`config.mk`:
```
export PLATFORM = sky130hd
export DESIGN_NAME = multicycle_ctrl
export DESIGN_NICKNAME = d
export VERILOG_FILES = /design/src/rtl/multicycle_ctrl_pkg.sv /design/src/rtl/multicycle_ctrl_opclass.sv /design/src/rtl/multicycle_ctrl.sv
export SDC_FILE = /design/constraint.sdc
export NUM_CORES = 1
export LEC_CHECK = 0
export CAP_MARGIN = 20
export CORE_MARGIN = 2
export CORE_UTILIZATION = 25
export DETAILED_ROUTE_END_ITERATION = 12
export DONT_BUFFER_PORTS = 1
export GPL_ROUTABILITY_DRIVEN = 0
export GPL_TIMING_DRIVEN = 0
export HOLD_SLACK_MARGIN = 0.15
export SLEW_MARGIN = 20
export SYNTH_ARGS = -nofsm -noshare
export SYNTH_HDL_FRONTEND = slang
export SYNTH_SLANG_ARGS = --single-unit
```
`constraint.sdc`:
```
create_clock -name clk -period 1.8 [get_ports clk]
set_input_delay 0.18 -clock clk [delete_from_list [all_inputs] [get_ports clk]]
set_output_delay 0.18 -clock clk [all_outputs]
set_load 0.01 [all_outputs]
```
`src/rtl/multicycle_ctrl_pkg.sv`:
```
// Shared encodings for the RV32I multi-cycle sequencer.
// Opcodes, FSM states and the PC/WB mux selects used by the datapath.
package multicycle_ctrl_pkg;

  typedef enum logic [2:0] {
    S_IDLE   = 3'd0,
    S_FETCH  = 3'd1,
    S_DECODE = 3'd2,
    S_EXEC   = 3'd3,
    S_MEM    = 3'd4,
    S_WB     = 3'd5,
    S_TRAP   = 3'd6
  } state_t;

  localparam logic [6:0] OP_LUI    = 7'b0110111;
  localparam logic [6:0] OP_AUIPC  = 7'b0010111;
  localparam logic [6:0] OP_JAL    = 7'b1101111;
  localparam logic [6:0] OP_JALR   = 7'b1100111;
  localparam logic [6:0] OP_BRANCH = 7'b1100011;
  localparam logic [6:0] OP_LOAD   = 7'b0000011;
  localparam logic [6:0] OP_STORE  = 7'b0100011;
  localparam logic [6:0] OP_IMM    = 7'b0010011;
  localparam logic [6:0] OP_REG    = 7'b0110011;

  localparam logic [1:0] PC_PLUS4 = 2'b00;
  localparam logic [1:0] PC_REL   = 2'b01;
  localparam logic [1:0] PC_JALR  = 2'b10;

  localparam logic [1:0] WB_ALU  = 2'b00;
  localparam logic [1:0] WB_LOAD = 2'b01;
  localparam logic [1:0] WB_PC4  = 2'b10;
  localparam logic [1:0] WB_IMM  = 2'b11;

  typedef struct packed {
    logic       is_legal;
    logic       is_branch;
    logic       is_mem;
    logic       is_store;
    logic [1:0] wb_sel;
    logic [1:0] pc_src;
    logic       alu_src;
  } opclass_t;

endpackage

```
`src/rtl/multicycle_ctrl_opclass.sv`:
```
// Combinational opcode classifier for the multi-cycle sequencer.
// Unknown opcodes come out all-zero, i.e. is_legal = 0.
module multicycle_ctrl_opclass
  import multicycle_ctrl_pkg::*;
(
  input  logic [6:0] opcode,
  output opclass_t   cls
);

  always_comb begin
    cls = '0;
    unique case (1'b1)
      (opcode == OP_LUI): begin
        cls.is_legal = 1'b1;
        cls.wb_sel   = WB_IMM;
      end
      (opcode == OP_AUIPC): begin
        cls.is_legal = 1'b1;
      end
      (opcode == OP_JAL): begin
        cls.is_legal = 1'b1;
        cls.wb_sel   = WB_PC4;
        cls.pc_src   = PC_REL;
      end
      (opcode == OP_JALR): begin
        cls.is_legal = 1'b1;
        cls.wb_sel   = WB_PC4;
        cls.pc_src   = PC_JALR;
        cls.alu_src  = 1'b1;
      end
      (opcode == OP_BRANCH): begin
        cls.is_legal  = 1'b1;
        cls.is_branch = 1'b1;
        cls.pc_src    = PC_REL;
      end
      (opcode == OP_LOAD): begin
        cls.is_legal = 1'b1;
        cls.is_mem   = 1'b1;
        cls.wb_sel   = WB_LOAD;
        cls.alu_src  = 1'b1;
      end
      (opcode == OP_STORE): begin
        cls.is_legal = 1'b1;
        cls.is_mem   = 1'b1;
        cls.is_store = 1'b1;
        cls.alu_src  = 1'b1;
      end
      (opcode == OP_IMM): begin
        cls.is_legal = 1'b1;
        cls.alu_src  = 1'b1;
      end
      (opcode == OP_REG): begin
        cls.is_legal = 1'b1;
      end
      default: cls = '0;
    endcase
  end

endmodule

```
`src/rtl/multicycle_ctrl.sv`:
```
// RV32I multi-cycle sequencer: FETCH/DECODE/EXEC/MEM/WB strobes.
// Define MULTICYCLE_CTRL_PERF_EN to add cycle/instret counter ports.
module multicycle_ctrl
  import multicycle_ctrl_pkg::*;
#(
  parameter bit          RESET_STATE_FETCH = 1'b1,
  parameter int unsigned IMEM_TIMEOUT      = 0
) (
  input  logic        clk,
  input  logic        rst_n,
  input  logic        start,
  input  logic [31:0] inst,
  input  logic        imem_valid,
  input  logic        dmem_ready,
  input  logic        br_taken,
  output logic        imem_req,
  output logic        ir_we,
  output logic        pc_we,
  output logic [1:0]  pc_src,
  output logic        alu_src,
  output logic [1:0]  wb_sel,
  output logic        rwrite,
  output logic        dmem_req,
  output logic        dmem_we,
  output logic        trap,
  output logic [2:0]  state
`ifdef MULTICYCLE_CTRL_PERF_EN
  ,
  output logic [31:0] cycle_cnt,
  output logic [31:0] instret_cnt
`endif
);

  localparam state_t RST_STATE =
    RESET_STATE_FETCH ? S_FETCH : S_IDLE;
  localparam logic [31:0] TMO_LAST =
    32'(IMEM_TIMEOUT) - 32'd1;

  state_t      cur;
  state_t      nxt;
  opclass_t    cls;
  logic [4:0]  rd;
  logic [31:0] tmo_cnt;
  logic        tmo_hit;
  logic        unused_inst;

  assign rd          = inst[11:7];
  assign unused_inst = ^inst[31:12];
  assign state       = cur;

  multicycle_ctrl_opclass u_opclass (
    .opcode (inst[6:0]),
    .cls    (cls)
  );

  assign tmo_hit = (IMEM_TIMEOUT != 0) &&
                   (tmo_cnt == TMO_LAST);

  always_ff @(posedge clk or negedge rst_n) begin
    if (!rst_n) begin
      cur <= RST_STATE;
    end else begin
      cur <= nxt;
    end
  end

  // Zero on every entry to FETCH.
  always_ff @(posedge clk or negedge rst_n) begin
    if (!rst_n) begin
      tmo_cnt <= '0;
    end else if (cur == S_FETCH && nxt == S_FETCH) begin
      tmo_cnt <= tmo_cnt + 32'd1;
    end else begin
      tmo_cnt <= '0;
    end
  end

  always_comb begin
    nxt = cur;
    unique case (cur)
      S_IDLE: begin
        if (start) nxt = S_FETCH;
      end
      S_FETCH: begin
        if (imem_valid)   nxt = S_DECODE;
        else if (tmo_hit) nxt = S_TRAP;
      end
      S_DECODE: begin
        nxt = cls.is_legal ? S_EXEC : S_TRAP;
      end
      S_EXEC: begin
        if (cls.is_branch)   nxt = S_FETCH;
        else if (cls.is_mem) nxt = S_MEM;
        else                 nxt = S_WB;
      end
      S_MEM: begin
        if (dmem_ready)
          nxt = cls.is_store ? S_FETCH : S_WB;
      end
      S_WB:    nxt = S_FETCH;
      S_TRAP:  nxt = S_TRAP;
      default: nxt = S_TRAP;
    endcase
  end

  always_comb begin
    imem_req = 1'b0;
    ir_we    = 1'b0;
    pc_we    = 1'b0;
    pc_src   = PC_PLUS4;
    alu_src  = 1'b0;
    wb_sel   = WB_ALU;
    rwrite   = 1'b0;
    dmem_req = 1'b0;
    dmem_we  = 1'b0;
    trap     = 1'b0;
    unique case (cur)
      S_FETCH: begin
        imem_req = 1'b1;
        ir_we    = imem_valid;
      end
      S_EXEC: begin
        alu_src = cls.alu_src;
        if (cls.is_branch) begin
          pc_we  = 1'b1;
          pc_src = br_taken ? PC_REL : PC_PLUS4;
        end
      end
      S_MEM: begin
        dmem_req = 1'b1;
        dmem_we  = cls.is_store;
        pc_we    = dmem_ready && cls.is_store;
      end
      S_WB: begin
        rwrite = (rd != 5'd0);
        wb_sel = cls.wb_sel;
        pc_we  = 1'b1;
        pc_src = cls.pc_src;
      end
      S_TRAP:  trap = 1'b1;
      default: ;
    endcase
    // Reset state may be FETCH; keep every strobe quiet while held.
    if (!rst_n) begin
      imem_req = 1'b0;
      ir_we    = 1'b0;
      pc_we    = 1'b0;
      rwrite   = 1'b0;
      dmem_req = 1'b0;
      dmem_we  = 1'b0;
    end
  end

`ifdef MULTICYCLE_CTRL_PERF_EN
  always_ff @(posedge clk or negedge rst_n) begin
    if (!rst_n) begin
      cycle_cnt   <= '0;
      instret_cnt <= '0;
    end else begin
      if (cur != S_IDLE && cur != S_TRAP)
        cycle_cnt <= cycle_cnt + 32'd1;
      if (pc_we)
        instret_cnt <= instret_cnt + 32'd1;
    end
  end
`endif

endmodule

```
# Yosys cells after proc, flatten, opt, wreduce, memory -nomap -nowiden
# Cells that the tools add are included.
dict set report classes {
  n_addsub 0
  mul 0
  n_div 0
  n_lt_le_gt_ge 0
  eq_ne 18
  shifts 0
  mux 34
  n_bitwise 0
  reduce_logical 9
}
# operator n
set op_table {}
lappend op_table {{two-way mux 1 bit} 22}
lappend op_table {{equality test 7 x 6 -> 1 bit, second input constant} 3}
lappend op_table {{equality test 7 bit, second input constant} 3}
lappend op_table {{two-way mux 3 bit} 6}
lappend op_table {{case mux 3 bit (6 select lines)} 1}
lappend op_table {{equality test 7 x 5 -> 1 bit, second input constant} 2}
lappend op_table {{equality test 3 bit, second input constant} 3}
lappend op_table {{OR reduction 9 bit} 1}
lappend op_table {{case mux 2 bit (2 select lines)} 2}
lappend op_table {{equality test 7 x 2 -> 1 bit, second input constant} 1}
lappend op_table {{equality test 3 x 2 -> 1 bit, second input constant} 2}
lappend op_table {{inequality test 2 bit, second input constant} 3}
lappend op_table {{case mux 2 bit (3 select lines)} 1}
lappend op_table {{OR reduction 2 bit} 3}
lappend op_table {{nonzero test 5 bit} 1}
lappend op_table {{OR reduction 4 bit} 1}
lappend op_table {{equality test 3 x 1 -> 1 bit, second input constant} 1}
lappend op_table {{logical NOT 3 bit} 1}
lappend op_table {{case mux 1 bit (3 select lines)} 1}
lappend op_table {{AND reduction 3 bit} 1}
lappend op_table {{two-way mux 2 bit} 1}
lappend op_table {{logical AND 1 bit} 1}
dict set report totals {
  regBits 3
  latch_bits 0
  ramBits 0
  romBits 0
  input_bits 38
  output_inout_bits 15
  word_cells 62
  memories 0
}

# Logic depth before layout (Yosys ltp)
# Gate-level depths: netlist of the first run.
dict set report logic_depth {
  word_depth 6
  depth_mapped 6
  ltp_nobuf 4
}

# Hierarchy
# From an unflattened synthesis of the first run, not the netlist that was laid out.
dict set report unflattened {
  hier_cells 71
  hier_area_um2 498.0
}
# module n_inst cells_per_inst area_each_um2 seq_area_each_um2
set modules_own_cells {}
lappend modules_own_cells {multicycle_ctrl 1 41 321.6 76.3}
lappend modules_own_cells {multicycle_ctrl_opclass 1 30 176.4 0.0}

# Least setup slack after synthesis of the first run
# Ideal clock, no wire load.
dict set report synth_timing {
  path_kind {reg2out}
  startpoint {reg cur[0], in the netlist state[0]}
  endpoint {out ir_we}
  arrival_ps 1413
  required_time_ps 1620
  slack_ps 207
  path_stages_with_launch 5
  path_buffers 1
  cell_sequence {dfstp_2 buf_2 nand2b_1 nor3b_1 and2_1}
}
dict set report synth_between {
  elab_chain_len 3
}
# item line_no
set synth_rtl {}
lappend synth_rtl {{from (decl)} multicycle_ctrl.sv:39} ;# state_t cur;
lappend synth_rtl {{from (signal assigned)} multicycle_ctrl.sv:63} ;# cur <= nxt;
lappend synth_rtl {{equality test 3 x 1 -> 1 bit} multicycle_ctrl.sv:117} ;# unique case (cur)
lappend synth_rtl {{two-way mux 1 bit} multicycle_ctrl.sv:117}
lappend synth_rtl {{two-way mux 1 bit} multicycle_ctrl.sv:144} ;# if (!rst_n) begin
lappend synth_rtl {{to (decl)} multicycle_ctrl.sv:17} ;# output logic ir_we,
# No other way between the ends.

# Worst setup path in the final report of the first run
dict set report layout_timing {
  startpoint {reg cur[0], in the netlist state[0]}
  endpoint {out pc_we}
}
dict set report layout_between {
  elab_chain_len 3
  word_cells_on_any_way 5
  classes_between {3 x eq/ne; 2 x mux}
}
# item line_no
set layout_rtl {}
lappend layout_rtl {{equality test 3 bit / equality test 3 x 2 -> 1 bit (equally long branches)} multicycle_ctrl.sv:117}
lappend layout_rtl {{case mux 1 bit (3 select lines) (*)} multicycle_ctrl.sv:117}
lappend layout_rtl {{two-way mux 1 bit (*)} multicycle_ctrl.sv:144}
lappend layout_rtl {{to (decl)} multicycle_ctrl.sv:18} ;# output logic pc_we,
# Every way passes the cells marked *; elsewhere a longest branch is shown, timed or not.

==> reports/qor.csv, run 1 <==
metric,value,unit
Die Wd,49.3,um
Flop pwr share,0.285,
"EDFF count, synth",0,
Worst EP required,1620,ps
Setup TNS Final,0,ps
run status,"finished, final reports clean",
largest net degree at the start of global routing,11,
I/O Buffers,0,
CTS tree,yes,
I/O pin total,53,
number of cell rows,16,
worst-skew pair later-pin latency,240,ps
Worst Skew,0.859,ps
Leak,0.254,nW
Synth Area in Simple Gates,0.451,
CTS Buf Count,3,
Pins Over Slew Limit,0,
fillcell total,219,
sequential fraction of the synthesis area,0.149,
WL/cell,14.7,um
WP data arrival,1570,ps
Tot Pwr,238,uW
post-synthesis adder-cell area fraction,0,
Starting Density,0.264,
RR Startpoint,state[0],
clock network fraction of design power,0.507,
average size of a mapped cell,7.03,sq um
combinational group share of total power,0.208,
WS Path Type,reg -> out,
Synth Area in Compound Gates,0.254,
Max-slew headroom,0.748,
HP Class,in -> reg,
non-filler cells in the finished layout,106,
switching pwr,64.8,uW
post-DP HPWL,1130,um
Largest register FFs,3,
number of global-route vias before repair,554,
initial antenna violation count,0,
hold_ws,169,ps
CP startpoint,state[0],
Worst setup EP type,output port,
crit share post-route,0.974,
vias per cell,5.34,
DRC violations left,0,
Yosys reg bits,3,
Reg2Reg Depth,5,
post-placement cell count,100,
area of the multi-input gates,442,sq um
register area,78.8,sq um
number of DRC markers in iteration 0,19,
PD cells,367,nW/um^2
r2r setup slk,390,ps
CTS root buf,clkbuf_4,
post-route minimum period,1750,ps
net switching share of the total power,0.272,
Post-synth ARST share,1.00,
largest cells by area after synthesis,"dfrtp_1 9.8%, nand2_1 7.3%, nor2_1 5.9%, dfstp_2 5.1%, and4bb_1 4.9%",
unrepaired setup endpoints after global routing,yes,
level count of the clock H-tree,1,
R2R Path End,state[2],
Critical Path Fanout Max,10,
Yosys Warn Count,0,
ANT nets after route,0,
Vias,566,
Core ar.,1940,sq um
DIE HEIGHT,49.3,um
Post-synth top flop,dfrtp_1,
share of layout cells above drive strength 1,0.278,
Gate Count Post-Synth,73,
fraction of synthesized cell area in xor and xnor cells,0.0171,
P&R area growth vs syn,26.6,%
Sink Count,3,
Synth top area share,0.0976,
Int Pwr,174,uW
Max Clk Rate,570,MHz
GR Overflow Total,0,
fraction of synthesized area in multiplexers,0.0390,
clk slew on worst S/H paths,40,ps
biggest area consumer among synthesized cells,dfrtp_1,
crit path to,pc_we,
Worst setup SP type,register,
Tightest Pin Transition,368,ps
die area,2430,sq um
Max VDD drop,0.251,mV
WL final,1560,um
Total GRT Usage,0.138,
# setup viols final,0,
nets@finish,118,
main combinational cell family by area after synthesis,simple AND/OR/NAND/NOR gates,
drt first pass iters,4,
Ant. Diodes,0,
Synth Net Count,111,
Mapped Area,513,sq um
synth unique cells,39,
Max clock buf depth,2,
global-route wire length before repair,2670,um
Hold Fails Final Rpt,0,
max-cap violations,0,
[synth_stat cells (2+ instances only)]
master,instances
nand2_1,10
nor2_1,8
buf_2,4
and2_1,3
inv_1,3
a21oi_1,2
and4bb_1,2
dfrtp_1,2
mux2i_1,2
nand2b_1,2
nand3_1,2
nor2b_1,2
nor3b_1,2
nor4_1,2
o211ai_1,2
o21ai_0,2
[cell type report]
cell class,instances,area share
multi-input combinational,61,0.680
clock buffer,4,0.0405
sequential,3,0.121
timing repair buffer,2,0.0308
inverter,4,0.0231
buffer,5,0.0520
tap,27,0.0520
[per-layer routing]
metal	routed length, um	up-vias	GRT usage
met3	142	0	0.0706
met5	0	-	0
li1	-	276	-
met4	0	0	0.0333
met2	779	18	0.221
met1	638	272	0.164
[metrics by stage]
stage          setup slack (ps)   util  instance area, sq um
6_report                   47.0  0.334                   649
5_1_grt                   -53.4  0.334                   649
4_1_cts                    6.81  0.325                   631
3_5_place_dp               61.2  0.282                   547
3_3_place_gp               67.0  0.282                   547
2_1_floorplan               207      -                   513
[power groups by stage]
stage / registers, mW / clock network, mW / logic (mW)
floorplan: 0.0688 / 0 / 0.0344
global placement: 0.0688 / 0 / 0.0391
detailed placement: 0.0688 / 0 / 0.0398
CTS: 0.0679 / 0.125 / 0.0480
global route: 0.0679 / 0.139 / 0.0546
finish: 0.0680 / 0.121 / 0.0497
[cell families (layout without fill, tap and decap cells)]
group	count (synthesis)	count (layout)
xor gates and xnor gates	1	1
buffers and inverters	9	15
AOI/OAI and AO/OA	17	17
and+or+nand+nor	41	41
DFF	3	3
muxes	2	2
[cells in the final DEF (no fill, tap or decap), types with 2 or more instances in the layout]
master and instances:
nand2b_1 2, nor2_1 8, mux2i_1 2, o211ai_1 2
nand2_1 10, dfrtp_2 2, o21ai_0 2, inv_1 3
nor2b_1 2, dlygate4sd3_1 2, nand3_1 2, buf_2 3
clkbuf_4 3, a21oi_1 2, and4bb_1 2, and2_4 2
[critical path, stage by stage (launching register included)]
cell and delay (ps):
dfstp_2 550, buf_4 170, nand3b_1 210, inv_1 100
a31oi_1 100, a21boi_2 200
[worst min-delay path by stage]
stage             from       end  slack (ps)  depth (start not counted)
2_1_floorplan    rst_n  state[1]        -120                          0
3_3_place_gp     rst_n  state[2]        -120                          0
3_5_place_dp     rst_n  state[1]        -120                          0
4_1_cts        inst[4]  state[0]         170                          2
5_1_grt        inst[4]  state[0]         170                          2
6_report       inst[4]  state[0]         170                          2
[what timing repair did]
action | CTS | global route
endpoints found under the hold margin | 4 | 0
gates cloned | 0 | 0
hold buffers | 2 | 0
setup endpoints to repair | 5 | 4
pin swaps | 1 | 2
buffers inserted | 0 | 0
gates resized for setup | 9 | 4
(Power assumes the default switching activity.)
==> run 2, diff against run 1 <==
- SKIP_CTS_REPAIR_TIMING: not set -> 1
- SLEW_MARGIN: 20 -> 10
==> reports/qor.csv, run 2 (synthesis results as in run 1) <==
metric,value,unit
CTS Buf Count,3,
Max VDD drop,0.252,mV
CTS tree,yes,
max-cap violations,0,
number of DRC markers in iteration 0,23,
global-route wire length before repair,2530,um
CP startpoint,state[0],
Starting Density,0.264,
nets@finish,122,
clk slew on worst S/H paths,40,ps
number of global-route vias before repair,526,
Core ar.,1940,sq um
I/O Buffers,0,
number of cell rows,16,
drt first pass iters,4,
WL final,1610,um
WL/cell,14.7,um
run status,"finished, final reports clean",
DIE HEIGHT,49.3,um
"commonest non-fill, non-tap cell in the layout",nand2_1,
# setup viols final,0,
Hold Fails Final Rpt,0,
Total GRT Usage,0.130,
WP data arrival,1540,ps
Worst EP required,1620,ps
Leak,0.272,nW
Tightest Pin Transition,362,ps
Worst setup EP type,output port,
r2r setup slk,320,ps
die area,2430,sq um
crit share post-route,0.958,
Worst setup SP type,register,
Vias,592,
Die Wd,49.3,um
post-placement cell count,100,
P&R area growth vs syn,31.7,%
worst-skew pair later-pin latency,240,ps
non-filler cells in the finished layout,110,
RR Startpoint,state[0],
share of layout cells above drive strength 1,0.301,
Sink Count,3,
hold_ws,192,ps
Largest register FFs,3,
Critical Path Fanout Max,10,
most frequent cells in the layout,"10 x nand2_1, 8 x nor2_1, 4 x buf_4",
Worst Skew,2.40,ps
post-DP HPWL,1130,um
Max-slew headroom,0.752,
DRC violations left,0,
ANT nets after route,0,
initial antenna violation count,0,
HP Class,in -> async,
Pins Over Slew Limit,0,
largest net degree at the start of global routing,11,
GR Overflow Total,0,
CTS root buf,clkbuf_4,
Util after Layout,0.348,
Ant. Diodes,0,
I/O pin total,53,
PD cells,357,nW/um^2
Max clock buf depth,2,
vias per cell,5.38,
post-route minimum period,1720,ps
Tot Pwr,241,uW
WS Path Type,reg -> out,
Max Clk Rate,580,MHz
level count of the clock H-tree,1,
run 2: critical path, cell delays in order, from the launching register on:
cell	delay [ps]
dfstp_2	560
buf_6	140
nand3b_1	190
inv_1	100
a31oi_1	100
a21boi_2	220
run 2: cell type report:
cell class              count  area (sq um)
plain buffers               5          37.5
clock buffers               4          26.3
fillers                   217          1270
inverters                   4          15.0
multi-input cells          61           434
flip-flops and latches      3          78.8
well taps                  27          33.8
repair buffers              6          50.0
run 2: metrics by stage:
step	instance area [sq um]	TNS, ps	setup WS (ps)
after floorplan	513	0	207
after detailed placement	547	0	61.2
after CTS	573	-691	-225
after global routing	676	-40.5	-14.1
after global placement	547	0	67.0
final	676	0	76.0
run 2: power breakdown:
part | leakage, nW | internal [mW] | switching, mW
sequential | 0.0272 | 0.0679 | 0.0000621
combinational | 0.230 | 0.0224 | 0.0268
clock | 0.0150 | 0.0834 | 0.0404
run 2: metal layers:
metal  part of all wire  track usage
met5                  0            0
met1               0.39        0.151
met2               0.50        0.209
met4                  0       0.0286
met3               0.11       0.0706
run 2: worst paths after layout:
| path | cells after the start | to |
|---|---|---|
| max | 5 | pc_we |
| min | 1 | state[1] |
| max reg2reg | 6 | state[2] |
| min reg2reg | 2 | state[1] |
| max in group asynchronous | 1 | state[0] |
| min in group clk | 2 | state[0] |
==> edit 1 (config.mk and constraints of run 2) <==
The parameter `RESET_STATE_FETCH` goes from 1'b1 to 1'b0.
--- a/src/rtl/multicycle_ctrl.sv
+++ b/src/rtl/multicycle_ctrl.sv
@@ -4,5 +4,5 @@
   import multicycle_ctrl_pkg::*;
 #(
-  parameter bit          RESET_STATE_FETCH = 1'b1,
+  parameter bit          RESET_STATE_FETCH = 1'b0,
   parameter int unsigned IMEM_TIMEOUT      = 0
 ) (
Formal check against the unedited RTL: not equivalent (Yosys sat finds a counterexample within 4 cycles, from zero or initial values and one cycle with rst_n low).
==> edit 1 against run 2 <==
  * Worst setup slack lost 0.019 ns
  * Power shrank 1.0%
  * Routed wire length decreased by 7.7%
  * Worst hold slack lost 0.018 ns
  * Synthesized area shrank 0.24%
  * Die area is 0.22% lower
  * Sequential cell count is the same
  * Cell count fell by 3.6%
  * Final area fell by 5.9%
  * Count of clock-buffer cells in the layout unchanged
  * Critical endpoint is now wb_sel[0]
  * Largest cell class unchanged
  * Highest routed layer unchanged
==> edit 1: results (changes against run 2) <==
Run status
  – Status: finished, final reports clean (unchanged)

Critical path
  – Number of cell instances on the worst register-to-register path: 4 (was 6)
  – R2r setup slk: 0.49 ns (was 0.32 ns)
  – Worst EP arrival: 1.56 ns (was 1.54 ns)
  – Worst reg2reg startpoint: state[0] (unchanged)
  – Endpoint of the lowest-slack register-to-register path: state[0] (was state[2])
  – CP startpoint: state[1] (was state[0])
  – Critical path peak fanout: 8 (was 10)

Power and ir drop
  – Leakage power figure: 0.2560 nW (was 0.2721 nW)
  – Largest voltage drop on the vdd net: 202.2 uV (was 252.2 uV)

Synthesis
  – Synthesized-area fraction occupied by ao, oa, aoi and oai cells: 0.2543 (was 0.2537)
  – Leading post-synthesis cells by instance count: 10 x sky130_fd_sc_hd__nand2_1, 8 x sky130_fd_sc_hd__nor2_1, 4 x sky130_fd_sc_hd__buf_2 (was 10 x sky130_fd_sc_hd__nand2_1, 8 x sky130_fd_sc_hd__nor2_1, 4 x sky130_fd_sc_hd__buf_2, 3 x sky130_fd_sc_hd__and2_1, 3 x sky130_fd_sc_hd__inv_1)
  – Share of synthesized area spent on multiplexers: 0.03912 (was 0.03902)
  – Netlist cell types: 38 (was 39)
  – Top cells by area in the synthesized netlist: sky130_fd_sc_hd__dfrtp_1 15%, sky130_fd_sc_hd__nand2_1 7.3%, sky130_fd_sc_hd__nor2_1 5.9%, sky130_fd_sc_hd__and4bb_1 4.9%, sky130_fd_sc_hd__buf_2 3.9% (was sky130_fd_sc_hd__dfrtp_1 9.8%, sky130_fd_sc_hd__nand2_1 7.3%, sky130_fd_sc_hd__nor2_1 5.9%, sky130_fd_sc_hd__dfstp_2 5.1%, sky130_fd_sc_hd__and4bb_1 4.9%)

Detailed routing
  – Via count normalized by instance count: 5.226 (was 5.382)
  – Routed wire length: 1.489 mm (was 1.614 mm)
  – Initial detailed-routing violation count: 19 (was 23)

Cells and area
  – Share of cells above drive strength 1: 0.2405 (was 0.3012)
  – Total of fill cells in the finished design: 227 (was 217)
  – Number of nets in the layout: 118 (was 122)

Global routing
  – Via count of the first global-routing pass: 514 (was 526)
  – Wire length of the first global-routing pass: 2.394 mm (was 2.525 mm)

Timing
  – Fin Clk Skew: 0.001199 ns (was 0.002397 ns)
  – Slew at the pin with the worst max-slew slack: 0.4315 ns (was 0.3621 ns)
[edit 1: cell types whose count changed in the layout (fill, tap and decap cells not counted)]
| cell | run 2 | this run |
|---|---|---|
| sky130_fd_sc_hd__buf_2 | 3 | 4 |
| sky130_fd_sc_hd__buf_4 | 4 | 0 |
| sky130_fd_sc_hd__and2_4 | 1 | 0 |
| sky130_fd_sc_hd__buf_6 | 2 | 1 |
| sky130_fd_sc_hd__dfrtp_1 | 0 | 1 |
| sky130_fd_sc_hd__dfstp_2 | 1 | 0 |
| sky130_fd_sc_hd__and2_1 | 1 | 2 |
[edit 1: where the power goes]
group | switching, mW | internal, mW
clock network | 0.0384 | 0.0833
registers | 0.0000573 | 0.0678
logic | 0.0266 | 0.0224
total | 0.0650 | 0.174
[edit 1: worst max-delay path by stage]
| stage | cells after the start | slack, ns | endpoint |
|---|---|---|---|
| CTS | 4 | -0.18 | wb_sel[0] |
| finish | 4 | 0.06 | wb_sel[0] |
| detailed placement | 4 | 0.07 | wb_sel[0] |
| floorplan | 4 | 0.28 | wb_sel[0] |
| global route | 4 | 0.006 | wb_sel[0] |
| global placement | 4 | 0.08 | wb_sel[0] |
[edit 1: critical path, stage by stage (launching register included)]
cell	delay (ns)
sky130_fd_sc_hd__dfrtp_2	0.48
sky130_fd_sc_hd__and2b_2	0.28
sky130_fd_sc_hd__and2_2	0.20
sky130_fd_sc_hd__nand2_1	0.11
sky130_fd_sc_hd__a2111oi_4	0.26
[edit 1: logic make-up (layout without fill, tap and decap cells)]
logic type,after synthesis,count (layout)
compound gates,17,17
xor+xnor,1,1
buf+inv,9,15
flops,3,3
mux,2,2
simple gates,41,41
[edit 1: per-layer routing]
metal  wire [um]  track usage  part of all wire  vias to the layer above
met5           0            0                 0                        -
met4           0      0.01429                 0                        0
met3         138      0.05828             0.093                        0
met2         720       0.1869              0.48                       22
met1         630       0.1596              0.42                      254
li1            -            -                 -                      278
[edit 1: layout make-up]
cell class	instances	area share
multi-input combinational	61	0.6791
sequential	3	0.1220
tap	27	0.05315
buffer	5	0.04921
clock buffer	4	0.04134
timing repair buffer	2	0.03150
inverter	4	0.02362
[edit 1: per-stage QoR]
| step | util | TNS [ns] | std cells | setup WS (ns) | hold WS [ns] |
|---|---|---|---|---|---|
| 4_1_cts | 0.2945 | -0.3860 | 104 | -0.1844 | -0.3663 |
| 5_1_grt | 0.3273 | 0 | 106 | 0.006132 | 0.1759 |
| 3_5_place_dp | 0.2809 | 0 | 100 | 0.07035 | -0.1155 |
| 2_1_floorplan | - | 0 | 73 | 0.2833 | -0.1156 |
| 6_report | 0.3273 | 0 | 106 | 0.05728 | 0.1733 |
| 3_3_place_gp | 0.2809 | 0 | 100 | 0.08317 | -0.1155 |
==> edit 2 (config.mk and constraints of run 2) <==
Without the edit above. The option `MULTICYCLE_CTRL_PERF_EN` is turned on by a define.
--- a/src/rtl/multicycle_ctrl.sv
+++ b/src/rtl/multicycle_ctrl.sv
@@ -1,4 +1,6 @@
 // RV32I multi-cycle sequencer: FETCH/DECODE/EXEC/MEM/WB strobes.
 // Define MULTICYCLE_CTRL_PERF_EN to add cycle/instret counter ports.
+`define MULTICYCLE_CTRL_PERF_EN
+
 module multicycle_ctrl
   import multicycle_ctrl_pkg::*;
Behaviour (old outputs only; new: cycle_cnt and instret_cnt): unchanged (Yosys induction, for registers that start in step).
==> edit 2 against run 2 <==
  * The flow now finishes with violations (setup timing)
  * Core utilization grew 0.12 points
  * Fmax shrank 22%
  * Register-to-register slack lost 0.70 ns
  * Sequential cell count grew 64
  * Final area grew to 6.9 times the old value
  * Non-clock buffer count grew 19
  * Routed wire length grew to 5.7 times the old value
  * Count of clock-buffer cells in the layout grew 10
  * Worst setup slack lost 0.48 ns
  * Via count grew to 4.7 times the old value
  * Synthesized area grew to 6.7 times the old value
  * Critical endpoint unchanged
  * Highest routed layer is now met5
Power is left out: it rests on default switching activity, and per cell area and clock period it moved more than threefold.
==> edit 2: results (changes against run 2) <==
Run status
  – Status: finished, violations left (was finished, final reports clean)
  – Failing checks: setup timing

Synthesis
  – Top cells by area in the synthesized netlist: sky130_fd_sc_hd__dfrtp_1 48%, sky130_fd_sc_hd__xnor2_1 9.2%, sky130_fd_sc_hd__xor2_1 7.1%, sky130_fd_sc_hd__nand3_1 4.2%, sky130_fd_sc_hd__nand2_1 3.5% (was sky130_fd_sc_hd__dfrtp_1 9.8%, sky130_fd_sc_hd__nand2_1 7.3%, sky130_fd_sc_hd__nor2_1 5.9%, sky130_fd_sc_hd__dfstp_2 5.1%, sky130_fd_sc_hd__and4bb_1 4.9%)
  – Area share of fa/ha/maj cells after synthesis: 0.007283 (was 0)
  – Synthesized area per cell: 9.873 um2 (was 7.027 um2)
  – Number of nets in the synthesized netlist: 388 (was 111)
  – Mapped Area: 0.003436 mm2 (was 513.0 um2)

Global routing
  – Maximum number of pins on one net before global-route repair: 69 (was 11)
  – GR met3 Demand/Resource: 0.03806 (was 0.07055)
  – Via count of the first global-routing pass: 2656 (was 526)
  – Met1 global-route usage: 0.1458 (was 0.1506)

Cells and area
  – Clock buffers: 14 (was 4)
  – Non-clock buffers: 30 (was 11)
  – Share of cells above drive strength 1: 0.2591 (was 0.3012)
  – Non-clock buffering overhead: 0.06604 (was 0.1296)
  – Total of fill cells in the finished design: 1343 (was 217)

Timing
  – Fin Setup TNS: -14.15 ns (was 0 ns)
  – Final setup viols: 59 (was 0)
  – Crit path setup slack, layout: -0.4027 ns (was 0.07604 ns)

Place
  – Number of placed instances with taps included: 524 (was 100)
  – Placed standard-cell area: 0.003830 mm2 (was 546.8 um2)

Clocking
  – Deepest level of the CTS H-tree: 3 (was 1)
  – Root Driver: sky130_fd_sc_hd__clkbuf_16 (was sky130_fd_sc_hd__clkbuf_4)
  – Later-pin clock latency in the skew report: 0.32 ns (was 0.24 ns)

Critical path
  – Worst EP arrival: 2.02 ns (was 1.54 ns)
edit 2: cell types whose count changed after synthesis, moves of 3 or more:
cell                              run 2  this run
sky130_fd_sc_hd__buf_2                4         1
sky130_fd_sc_hd__clkbuf_1             0         6
sky130_fd_sc_hd__dfrtp_1              2        66
sky130_fd_sc_hd__inv_1                3        13
sky130_fd_sc_hd__nand2_1             10        32
sky130_fd_sc_hd__nand3_1              2        29
sky130_fd_sc_hd__nand3b_1             1         5
sky130_fd_sc_hd__nand4_1              1        19
sky130_fd_sc_hd__nor2_1               8        30
sky130_fd_sc_hd__nor2b_1              2         5
sky130_fd_sc_hd__nor3_1               0        15
sky130_fd_sc_hd__nor4_1               2        17
sky130_fd_sc_hd__xnor2_1              1        36
sky130_fd_sc_hd__xor2_1               0        28
edit 2: stage by stage:
step	utilization	hold slack, ns
after floorplan	-	-0.1156
after global placement	0.2869	-0.1139
after detailed placement	0.2869	-0.1138
after CTS	0.3086	-0.4722
after global routing	0.3492	0.2032
final	0.3492	0.1966
